--- src/rtl/alu_exec_unit.sv ---
// rtl/alu_exec_unit.sv - RV32I execute-stage ALU with serial shifter and valid/ready handshake
//
// Purpose: computes the integer ALU result for the 4-bit {funct7_fix, funct3}
// operation code. Shifts run on an iterative 1-bit/cycle engine when
// SERIAL_SHIFT=1, so both sides use a valid/ready handshake.
//
// Ports:
//   clk, rst          rising-edge clock, synchronous active-high reset
//   flush             kills any in-flight shift and pending result
//   in_valid/in_ready input handshake for operation, op_a, op_b
//   out_valid/out_ready output handshake for result, zero, illegal_op
//   result            registered ALU result
//   zero              result == 0
//   illegal_op        operation code not decoded (valid with out_valid)
//   busy              serial shift in progress
module alu_exec_unit #(
  parameter int XLEN         = 32,
  parameter bit SERIAL_SHIFT = 1'b1
) (
  input  logic            clk,
  input  logic            rst,
  input  logic            flush,
  input  logic            in_valid,
  output logic            in_ready,
  input  logic [3:0]      operation,
  input  logic [XLEN-1:0] op_a,
  input  logic [XLEN-1:0] op_b,
  output logic            out_valid,
  input  logic            out_ready,
  output logic [XLEN-1:0] result,
  output logic            zero,
  output logic            illegal_op,
  output logic            busy
);

  typedef enum logic {S_IDLE, S_SHIFT} state_t;

  state_t          state_q, state_d;
  logic [XLEN-1:0] work_q, work_d;
  logic [4:0]      count_q, count_d;
  logic            left_q, left_d;
  logic            arith_q, arith_d;
  logic            out_valid_q, out_valid_d;
  logic [XLEN-1:0] result_q, result_d;
  logic            zero_q, zero_d;
  logic            illegal_q, illegal_d;

  logic [XLEN-1:0] alu_res;
  logic            alu_illegal;
  logic            is_shift;
  logic            shift_left;
  logic            shift_arith;
  logic [4:0]      shamt;
  logic            accept;
  logic [XLEN-1:0] step;

  // One-bit shift step shared by the accept cycle and the SHIFT state.
  function automatic logic [XLEN-1:0] shift1(input logic [XLEN-1:0] v,
                                             input logic left,
                                             input logic arith);
    if (left) shift1 = {v[XLEN-2:0], 1'b0};
    else      shift1 = {arith & v[XLEN-1], v[XLEN-1:1]};
  endfunction

  assign shamt    = op_b[4:0];
  assign in_ready = (state_q == S_IDLE) && (!out_valid_q || out_ready);
  assign accept   = in_valid && in_ready && !flush;
  assign step     = shift1(work_q, left_q, arith_q);

  // Decode and single-cycle datapath. In serial mode only shamt 0/1 results
  // come from here; longer shifts are handed to the iterative engine.
  always_comb begin
    alu_res     = '0;
    alu_illegal = 1'b0;
    is_shift    = 1'b0;
    shift_left  = 1'b0;
    shift_arith = 1'b0;
    case (operation)
      4'b0000: alu_res = op_a + op_b;
      4'b1000: alu_res = op_a - op_b;
      4'b0010: alu_res = {{(XLEN-1){1'b0}}, ($signed(op_a) < $signed(op_b))};
      4'b0011: alu_res = {{(XLEN-1){1'b0}}, (op_a < op_b)};
      4'b0100: alu_res = op_a ^ op_b;
      4'b0110: alu_res = op_a | op_b;
      4'b0111: alu_res = op_a & op_b;
      4'b0001, 4'b0101, 4'b1101: begin
        is_shift    = 1'b1;
        shift_left  = (operation == 4'b0001);
        shift_arith = (operation == 4'b1101);
        if (SERIAL_SHIFT) begin
          alu_res = (shamt == 5'd0) ? op_a : shift1(op_a, shift_left, shift_arith);
        end else if (shift_left) begin
          alu_res = op_a << shamt;
        end else if (shift_arith) begin
          alu_res = XLEN'($signed(op_a) >>> shamt);
        end else begin
          alu_res = op_a >> shamt;
        end
      end
      default: alu_illegal = 1'b1;
    endcase
  end

  always_comb begin
    state_d     = state_q;
    work_d      = work_q;
    count_d     = count_q;
    left_d      = left_q;
    arith_d     = arith_q;
    out_valid_d = out_valid_q && !out_ready;
    result_d    = result_q;
    zero_d      = zero_q;
    illegal_d   = illegal_q;

    if (flush) begin
      state_d     = S_IDLE;
      count_d     = '0;
      out_valid_d = 1'b0;
    end else begin
      case (state_q)
        S_IDLE: begin
          if (accept) begin
            if (SERIAL_SHIFT && is_shift && (shamt > 5'd1)) begin
              // First bit is shifted on the accept edge, so the engine needs
              // shamt-1 more cycles: total latency equals shamt.
              state_d = S_SHIFT;
              work_d  = shift1(op_a, shift_left, shift_arith);
              count_d = shamt - 5'd1;
              left_d  = shift_left;
              arith_d = shift_arith;
            end else begin
              out_valid_d = 1'b1;
              result_d    = alu_res;
              zero_d      = (alu_res == '0);
              illegal_d   = alu_illegal;
            end
          end
        end
        S_SHIFT: begin
          work_d  = step;
          count_d = count_q - 5'd1;
          if (count_q == 5'd1) begin
            state_d     = S_IDLE;
            out_valid_d = 1'b1;
            result_d    = step;
            zero_d      = (step == '0);
            illegal_d   = 1'b0;
          end
        end
        default: state_d = S_IDLE;
      endcase
    end
  end

  always_ff @(posedge clk) begin
    if (rst) begin
      state_q     <= S_IDLE;
      work_q      <= '0;
      count_q     <= '0;
      left_q      <= 1'b0;
      arith_q     <= 1'b0;
      out_valid_q <= 1'b0;
      result_q    <= '0;
      zero_q      <= 1'b0;
      illegal_q   <= 1'b0;
    end else begin
      state_q     <= state_d;
      work_q      <= work_d;
      count_q     <= count_d;
      left_q      <= left_d;
      arith_q     <= arith_d;
      out_valid_q <= out_valid_d;
      result_q    <= result_d;
      zero_q      <= zero_d;
      illegal_q   <= illegal_d;
    end
  end

  assign out_valid  = out_valid_q;
  assign result     = result_q;
  assign zero       = zero_q;
  assign illegal_op = illegal_q;
  assign busy       = (state_q == S_SHIFT);

endmodule

--- config.mk ---
export PLATFORM = sky130hd
export DESIGN_NAME = alu_exec_unit
export DESIGN_NICKNAME = d
export VERILOG_FILES = /design/src/rtl/alu_exec_unit.sv
export SDC_FILE = /design/constraint.sdc
export NUM_CORES = 1
export LEC_CHECK = 0
export CAP_MARGIN = 30
export CORE_MARGIN = 4
export CORE_UTILIZATION = 25
export DETAILED_ROUTE_END_ITERATION = 7
export GPL_TIMING_DRIVEN = 0
export PLACE_DENSITY = 0.49
export SYNTH_ARGS = -nofsm -noshare
export SYNTH_HDL_FRONTEND = slang
export SYNTH_SLANG_ARGS = --single-unit
--- constraint.sdc ---
create_clock -name clk -period 12.7 [get_ports clk]
set_clock_uncertainty 0.1 [all_clocks]
set_input_delay 1.905 -clock clk [delete_from_list [all_inputs] [get_ports clk]]
set_output_delay 1.905 -clock clk [all_outputs]
set_load 0.05 [all_outputs]
==> flow_summary.json <==
{
  "status": "completed",
  "synth_flop_cell": "dfxtp_1",
  "nFillCells": 4603,
  "cp.buffers_inverters": 6,
  "grt_start_max_net_pins": 15,
  "die_h_um": 212.1,
  "max_freq_mhz": 141.5,
  "area_growth_syn_to_layout_pct": 20.00,
  "path_clk_slew_ps": 60,
  "first_global_vias": 12301,
  "grtUsageTotal_pct": 23.42,
  "syn_area_um2": 10420,
  "num_rows": 74,
  "firstDrtPassIters": 6,
  "overflow": 0,
  "finish.utilization_pct": 30.47,
  "post_cts_buffers": 0,
  "async_flop_share_pct": 0,
  "syn_nets": 1723,
  "root_buffer": "clkbuf_16",
  "drt-initial-drc-count": 1397,
  "die-area_um2": 44990,
  "crit_path_top_delay_cell": "clkbuf_1",
  "finalPower_mw": 0.9478,
  "netlist_top_cells_area": "dfxtp_1 (14%), ha_1 (13%), a21oi_1 (8.9%)",
  "synth.avg_cell_area_um2": 6.764,
  "cts_htree_levels": 3,
  "end_kind": "register",
  "path_class": "primary input to register",
  "timing.critical_path.mode_cell": "clkbuf_1",
  "powerDensity_nw_per_um2": 75.82,
  "start_util_pct": 25.40,
  "final_nets": 1843,
  "cpPeakStageDelay_ps": 740,
  "cp.arrival_ps": 7260,
  "syn_inst": 1540,
  "cts_tree": "built",
  "hpwl_mm": 44.22,
  "final_cell_mix": "a21oi_1 (185), nand2_1 (177), nor2_1 (168)",
  "drive_gt1_share_pct": 3.183,
  "tightest_slew_ps": 993.8,
  "synth_cell_types": 81,
  "grt_pass1_wl_mm": 79.88,
  "ant_nets": 0,
  "ys_warn_count": 0,
  "leakagePower_nw": 4.628,
  "drc": 0,
  "pin_count": 110,
  "maxSlewViolCount": 0,
  "layout_commonest_cell": "a21oi_1",
  "worst_ep_required_time_ps": 12890,
  "die_w_um": 212.1,
  "coreArea_um2": 41020,
  "dpl-instance-area_um2": 12170,
  "max_cap_violations": 0,
  "synth_edf_count": 0,
  "n_antenna_cell": 0,
  "clkSinkCount": 75,
  "hold_viol_final": 0,
  "relSlewSlack_pct": 33.35,
  "cts_hold_buf": 0,
  "crit_chain": "clkdlybuf4s50_1 > clkbuf_1 > clkbuf_1 > buf_1 > buf_1 > clkbuf_1 > o21ai_0 > a31oi_1 > o211ai_1 > nor2_1 > nand4b_1 > nor4_2 > a41o_1",
  "synthDominantCellAreaShare_pct": 14.41,
  "cts_buffers": 9,
  "peakVddDrop_v": 0.00006157,
  "synth_seq_cells": 75,
  "place.gp.congestion": 1.008,
  "synth_area_leader_cell": "dfxtp_1",
  "worst_hold_slack_ps": 352.2,
  "num_vias": 12609,
  "clk_path_buf_depth": 2,
  "rsz0062_at_grt": "no",
  "wire_per_inst_um": 24.79,
  "crit_path_max_fanout": 10,
  "layout_min_cycle_time_ps": 7068,
  "ys_seq_area_share_pct": 14.41,
  "r2r_cells": 13,
  "path_delay_family": "buffers and inverters",
  "start_kind": "primary input",
  "cp.depth": 13,
  "vias_per_cell": 5.739,
  "hold_class": "register to register",
  "setup_violations": 0,
  "setup_tns_ps": 0,
  "fin_crit_sh_pct": 55.65,
  "min_delay_path_depth": 2,
  "port_buffers": 107,
  "clk_latency_ps": 350,
  "antenna_found_initial": 0,
  "routed_wl_mm": 54.47,
  "fin_area_um2": 12500,
  "postCtsResizedCells": 0
}
-- stage by stage --
stage,cells,setup WS (ps)
floorplan,1540,7260
global placement,2179,5423
detailed placement,2181,5550
CTS,2197,5915
global route,2197,5519
finish,2197,5632
-- tightest hold or removal path: cells and delay by family (launching register included) --
family / cells / cell delay, ps
compound gates: 1 / 50
flops: 1 / 310
simple gates: 1 / 50
-- cell usage after synthesis, drive strengths merged, types with 6 or more instances --
cell type  instances
a211o              8
a211oi            41
a21boi            17
a21o              13
a21oi            185
a221o              8
a221oi             7
a311oi             6
a31oi             15
and2               8
and3              12
buf               26
clkbuf            81
dfxtp             75
ha               108
inv              102
mux2i             56
nand2            177
nand2b            12
nand3             21
nand3b             8
nand4             11
nor2             169
nor2b             14
nor3              32
nor4              22
nor4b              6
o211ai            50
o21a              11
o21ai             84
o21bai             8
o221ai             9
o22ai             10
o311ai             6
o31ai             14
or2               12
or3                7
xnor2             14
-- layout make-up --
type                    instances  area [um2]  area share, %
well taps                     532       665.6          5.325
plain buffers                 107       410.4          3.283
inverters                     103       386.6          3.093
flip-flops and latches         75        1501          12.01
repair buffers                109        1086          8.689
multi-input cells            1255        8124          64.99
clock buffers                   9       225.2          1.802
clock inverters                 7       100.1         0.8008
-- power breakdown --
| group | total [mW] | switching [mW] | internal, mW |
|---|---|---|---|
| logic | 0.420 | 0.284 | 0.136 |
| clock network | 0.283 | 0.109 | 0.173 |
| registers | 0.245 | 0.00445 | 0.241 |
| total | 0.948 | 0.398 | 0.550 |
-- flip-flops by register name, indices dropped and copies added, names as in the netlist --
| register | count |
|---|---|
| zero | 1 |
| count_q | 5 |
| arith_q | 1 |
| busy | 1 |
| result | 32 |
| left_q | 1 |
| illegal_op | 1 |
| out_valid | 1 |
| work_q | 32 |
-- path summary, 6_finish.rpt --
kind / startpoint / end / slack (ps)
setup / recovery: operation[1] / zero$_SDFFE_PP0P_ / 5630
hold / removal: result[27]$_SDFFE_PP0P_ / result[27]$_SDFFE_PP0P_ / 350
setup reg to reg: count_q[0]$_SDFFE_PP0P_ / zero$_SDFFE_PP0P_ / 8500
hold reg to reg: result[27]$_SDFFE_PP0P_ / result[27]$_SDFFE_PP0P_ / 350
-- cell families after synthesis --
group / Yosys count / share of synthesized area, %
AOI/OAI and AO/OA: 543 / 33.86
xor gates and xnor gates: 16 / 1.345
adders and majority gates: 110 / 13.36
buffers and inverters: 210 / 7.652
DFF: 75 / 14.41
muxes: 61 / 5.922
and+or+nand+nor: 525 / 23.45
-- metal layers --
metal / vias up / wire length (um) / GRT usage (%)
met2: 634 / 23560 / 36.12
met5: - / 0 / 0
met4: 0 / 2576 / 9.233
met3: 129 / 4232 / 3.807
li1: 5838 / - / -
met1: 6008 / 24110 / 32.66
No activity file was read; power rests on OpenSTA's default activity.
